[config.mk]
export PLATFORM = sky130hd
export DESIGN_NAME = dsp_mul_arbiter
export DESIGN_NICKNAME = d
export VERILOG_FILES = /design/src/rtl/dsp_mul_arbiter.sv
export SDC_FILE = /design/constraint.sdc
export NUM_CORES = 1
export LEC_CHECK = 0
export CAP_MARGIN = 20
export CORE_UTILIZATION = 42
export CTS_CLUSTER_DIAMETER = 40
export CTS_CLUSTER_SIZE = 25
export DETAILED_ROUTE_END_ITERATION = 8
export PLACE_DENSITY = 0.87
export SKIP_LAST_GASP = 1
export SLEW_MARGIN = 20
export SYNTH_ARGS = -nofsm -noshare
export SYNTH_HDL_FRONTEND = slang
export SYNTH_SLANG_ARGS = --single-unit
[constraint.sdc]
create_clock -name i_clk -period 3.3 [get_ports i_clk]
set_input_delay 0.33 -clock i_clk [delete_from_list [all_inputs] [get_ports i_clk]]
set_output_delay 0.33 -clock i_clk [all_outputs]
set_load 0.02 [all_outputs]
[src/rtl/dsp_mul_arbiter.sv]
// Round-robin front end that shares one pipelined signed multiplier among
// NUM_REQ requesters and returns each product tagged with its requester ID.
module dsp_mul_arbiter #(
  parameter int unsigned NUM_REQ     = 4,
  parameter int unsigned A_WIDTH     = 16,
  parameter int unsigned B_WIDTH     = 16,
  parameter int unsigned MUL_LATENCY = 1,
  parameter int unsigned ID_WIDTH    = $clog2(NUM_REQ)
) (
  input  logic                         i_clk,
  input  logic                         i_reset,
  input  logic                         i_hold,
  input  logic [NUM_REQ-1:0]           i_req_valid,
  input  logic [NUM_REQ*A_WIDTH-1:0]   i_req_a,
  input  logic [NUM_REQ*B_WIDTH-1:0]   i_req_b,
  output logic [NUM_REQ-1:0]           o_req_ready,
  output logic [A_WIDTH-1:0]           o_mul_a,
  output logic [B_WIDTH-1:0]           o_mul_b,
  input  logic [A_WIDTH+B_WIDTH:0]     i_mul_p,
  output logic                         o_rsp_valid,
  output logic [ID_WIDTH-1:0]          o_rsp_id,
  output logic [A_WIDTH+B_WIDTH:0]     o_rsp_p,
  output logic                         o_busy
);

  // One extra bit so ptr + offset can exceed NUM_REQ before the wrap compare.
  localparam int unsigned CW = ID_WIDTH + 1;

  typedef struct packed {
    logic                v;
    logic [ID_WIDTH-1:0] id;
  } tag_t;

  logic [ID_WIDTH-1:0]        r_ptr;
  tag_t                       r_iss;
  tag_t [MUL_LATENCY-1:0]     r_pipe;
  logic [A_WIDTH-1:0]         r_mul_a;
  logic [B_WIDTH-1:0]         r_mul_b;
  logic                       r_rsp_valid;
  logic [ID_WIDTH-1:0]        r_rsp_id;
  logic [A_WIDTH+B_WIDTH:0]   r_rsp_p;

  logic [CW-1:0]              w_cand;
  logic                       w_found;
  logic [ID_WIDTH-1:0]        w_grant_idx;
  logic                       w_grant;
  logic [ID_WIDTH-1:0]        w_next_ptr;
  logic [A_WIDTH-1:0]         w_sel_a;
  logic [B_WIDTH-1:0]         w_sel_b;
  logic                       w_pipe_any;

  // Search for the first valid requester starting at ptr, wrapping at NUM_REQ.
  always_comb begin
    w_found     = 1'b0;
    w_grant_idx = '0;
    w_cand      = '0;
    for (int unsigned k = 0; k < NUM_REQ; k++) begin
      w_cand = {1'b0, r_ptr} + CW'(k);
      if (w_cand >= CW'(NUM_REQ)) begin
        w_cand = w_cand - CW'(NUM_REQ);
      end
      if (!w_found && i_req_valid[w_cand[ID_WIDTH-1:0]]) begin
        w_found     = 1'b1;
        w_grant_idx = w_cand[ID_WIDTH-1:0];
      end
    end
  end

  assign w_grant = w_found & ~i_reset & ~i_hold;

  always_comb begin
    o_req_ready = '0;
    if (w_grant) begin
      o_req_ready = NUM_REQ'(1) << w_grant_idx;
    end
  end

  assign w_next_ptr = (w_grant_idx == ID_WIDTH'(NUM_REQ - 1)) ? '0
                                                               : w_grant_idx + ID_WIDTH'(1);

  // Operand mux on the granted index.
  always_comb begin
    w_sel_a = '0;
    w_sel_b = '0;
    for (int unsigned k = 0; k < NUM_REQ; k++) begin
      if (w_grant_idx == ID_WIDTH'(k)) begin
        w_sel_a = i_req_a[k*A_WIDTH +: A_WIDTH];
        w_sel_b = i_req_b[k*B_WIDTH +: B_WIDTH];
      end
    end
  end

  always_comb begin
    w_pipe_any = 1'b0;
    for (int unsigned s = 0; s < MUL_LATENCY; s++) begin
      w_pipe_any = w_pipe_any | r_pipe[s].v;
    end
  end

  // Issue stage, tag shift register and response capture.
  always_ff @(posedge i_clk) begin
    if (i_reset) begin
      r_ptr       <= '0;
      r_iss       <= '0;
      r_pipe      <= '0;
      r_mul_a     <= '0;
      r_mul_b     <= '0;
      r_rsp_valid <= 1'b0;
      r_rsp_id    <= '0;
      r_rsp_p     <= '0;
    end else begin
      if (w_grant) begin
        r_ptr   <= w_next_ptr;
        r_mul_a <= w_sel_a;
        r_mul_b <= w_sel_b;
      end
      r_iss.v  <= w_grant;
      r_iss.id <= w_grant_idx;
      r_pipe[0] <= r_iss;
      for (int unsigned s = 1; s < MUL_LATENCY; s++) begin
        r_pipe[s] <= r_pipe[s-1];
      end
      r_rsp_valid <= r_pipe[MUL_LATENCY-1].v;
      if (r_pipe[MUL_LATENCY-1].v) begin
        r_rsp_id <= r_pipe[MUL_LATENCY-1].id;
        r_rsp_p  <= i_mul_p;
      end
    end
  end

  assign o_mul_a     = r_mul_a;
  assign o_mul_b     = r_mul_b;
  assign o_rsp_valid = r_rsp_valid;
  assign o_rsp_id    = r_rsp_id;
  assign o_rsp_p     = r_rsp_p;
  assign o_busy      = r_iss.v | w_pipe_any | r_rsp_valid;

endmodule

==> results.yml <==
cts:
  cts_buffers: 9
  post_cts_resized: 0
  root_buffer: "clkbuf_8"
  cts_setup_buffers: 0
  cts_tree: "built"
  cts.clk_slew.worst_paths_ns: 0.07
  clk-insertion-delay-late_ns: 0.35
  clk_path_buf_depth: 2
  ctsHoldBuffers: 0
  htree_levels: 3
  cts_sinks: 76
sta:
  period_share_pct: 91.7
  rsz0062_at_grt: "false"
  finalSetupTns_ns: 0
  setup_violations: 0
  finalHoldViolations: 0
  fin_ws_ns: 0.275
  tightest_slew_ns: 1.01
  slew_viol_final: 0
  period_minus_slack_ns: 3.03
  maxSlewHeadroom_pct: 32.8
  finClkSkew_ns: 0.00731
  fmax_ghz: 0.331
drt:
  firstDrtPassIters: 5
  routed_wl_um: 13300
  vias: 4414
  wire_per_inst_um: 15.7
  drc: 0
  ant_nets: 0
  vias_per_cell: 5.24
  drt_iter0_markers: 78
worst_setup_path:
  worst_setup_path_start_kind: "input port"
  cp.required_ns: 2.97
  crit_path_max_fanout: 6
  end_kind: "primary output"
  arrival_ns: 2.70
  path_class: "input port to primary output"
yosys:
  synth_edf_count: 0
  yosysTopAreaCellShare_pct: 36.1
  synth_nets: 665
  seq_area_frac_synth_pct: 36.1
  ys.flop_type: "dfxtp_1"
  synth_fa_ha_area_share_pct: 1.19
  synthTopCellsByArea: "dfxtp_1 36%, a31oi_2 8.6%, mux2i_1 8.3%"
  synth_cell_types: 33
  yosysTopAreaCell: "dfxtp_1"
  synth_top_family_by_area: "compound AO/OA/AOI/OAI gates"
  netlist_instances: 493
  synth_area_sq_um: 4220
  ys_seq_elements: 76
  muxShareOfSynthArea_pct: 8.30
  synth_xor_xnor_area_share_pct: 0
  synth_compound_area_share_pct: 25.4
  synth.avg_cell_area_sq_um: 8.56
  async_reset_ff_share_pct: 0
  ys_warn_count: 0
  yosys.area_share.simple_pct: 20.8
floorplan:
  start_util_pct: 43.2
  die_x_um: 102
  rows: 36
  pin_count: 241
  core_sq_um: 9770
  die_h_um: 102
  dieArea_sq_um: 10500
final_layout:
  mostFrequentLayoutCells: "239 x clkdlybuf4s50_1, 75 x dfxtp_1, 67 x a21oi_1"
  nets: 877
  antenna_cells: 0
  utilization_pct: 70.3
  syn_to_final_growth_pct: 62.7
  stdcell_area_sq_um: 6870
  layout_commonest_cell: "clkdlybuf4s50_1"
  drive_above_1_share_pct: 8.73
global_routing:
  grt_pass1_wl_um: 19300
  grt_overflow: 0
  grt_pass1_vias: 4015
  track_usage_pct: 24.4
  grt_max_degree: 76
  antenna_found_initial: 0
power_and_ir_drop:
  power_w: 0.00288
  ir_worst_vdd_mv: 0.185
  p_leak_nw: 2.51
  p_per_area_nw_per_um2: 419
status:
  status: "finished clean"
place:
  place_ws_ns: 0.283
  port_buffers: 240
  gp_congestion: 0.830
  placed_area_sq_um: 6650
  dp_hpwl_um: 9740
job:
  maxCapViolations: 0
worst_hold_path:
  hold_path_class: "input port to register"
[routing by layer]
metal | up-vias | track usage, % | routed length (um)
met5 | - | 0 | 0
met4 | 0 | 11.5 | 386
met3 | 28 | 6.16 | 1010
met2 | 209 | 44.9 | 6770
met1 | 2014 | 25.9 | 5100
li1 | 2163 | - | -
[path summary, 6_finish.rpt]
check / startpoint / to / slack, ns / cells past startpoint
max: i_req_valid[1] / o_req_ready[1] / 0.27 / 7
min: i_reset / r_ptr[1] / 0.43 / 4
max reg2reg: r_ptr[0] / o_mul_b[1] / 0.90 / 7
min reg2reg: r_iss[2] / w_pipe_any / 0.45 / 1
[where the power goes]
| group | total (W) | leakage (nW) | switching, W | internal [W] |
|---|---|---|---|---|
| registers | 0.00103 | 0.627 | 0.0000366 | 0.000993 |
| clock network | 0.000772 | 0.107 | 0.000327 | 0.000446 |
| logic | 0.00108 | 1.78 | 0.000511 | 0.000567 |
[kinds of logic after synthesis]
| kind of cell | Yosys count |
|---|---|
| AOI/OAI and AO/OA | 136 |
| adders and majority gates | 4 |
| buffers and inverters | 81 |
| DFF | 76 |
| muxes | 35 |
| and+or+nand+nor | 161 |
[metrics by stage]
step	hold WS, ns	std cells
finish	0.431	843
global route	0.445	843
CTS	0.416	843
detailed placement	0.438	827
global placement	0.418	827
floorplan	0.414	493
[state kept, by name, summed over array words and instances, names as in the netlist]
| signal | cells |
|---|---|
| o_mul_a | 16 |
| o_mul_b | 16 |
| o_rsp_id | 2 |
| o_rsp_p | 33 |
| o_rsp_valid | 1 |
| r_iss | 3 |
| r_pipe | 2 |
| r_ptr | 2 |
| w_pipe_any | 1 |
[worst max-delay path, stage by stage]
cell and delay [ns]:
clkdlybuf4s50_1 0.58, nor2_1 0.09, or4b_1 0.54, nand2_1 0.16, ha_2 0.21, and3_1 0.15, clkdlybuf4s50_1 0.64
[synthesized netlist by cell type (4+ instances only)]
library cell / instances
a221o_1: 32
nand2_1: 33
buf_2: 11
clkbuf_1: 33
dfxtp_1: 76
a21oi_1: 67
nor2b_1: 41
ha_1: 4
nand3b_1: 32
mux2i_1: 35
and3_1: 4
a31oi_2: 29
inv_1: 32
buf_6: 4
nor2_1: 38
[cell type report]
cell class | instances | area [sq um]
well taps | 133 | 166
repair buffers | 250 | 2470
fillers | 760 | 2910
inverters | 32 | 120
flip-flops and latches | 76 | 1520
multi-input cells | 336 | 2370
clock buffers | 12 | 145
clock inverters | 4 | 72.6
Power figures use the tool's default switching activity.
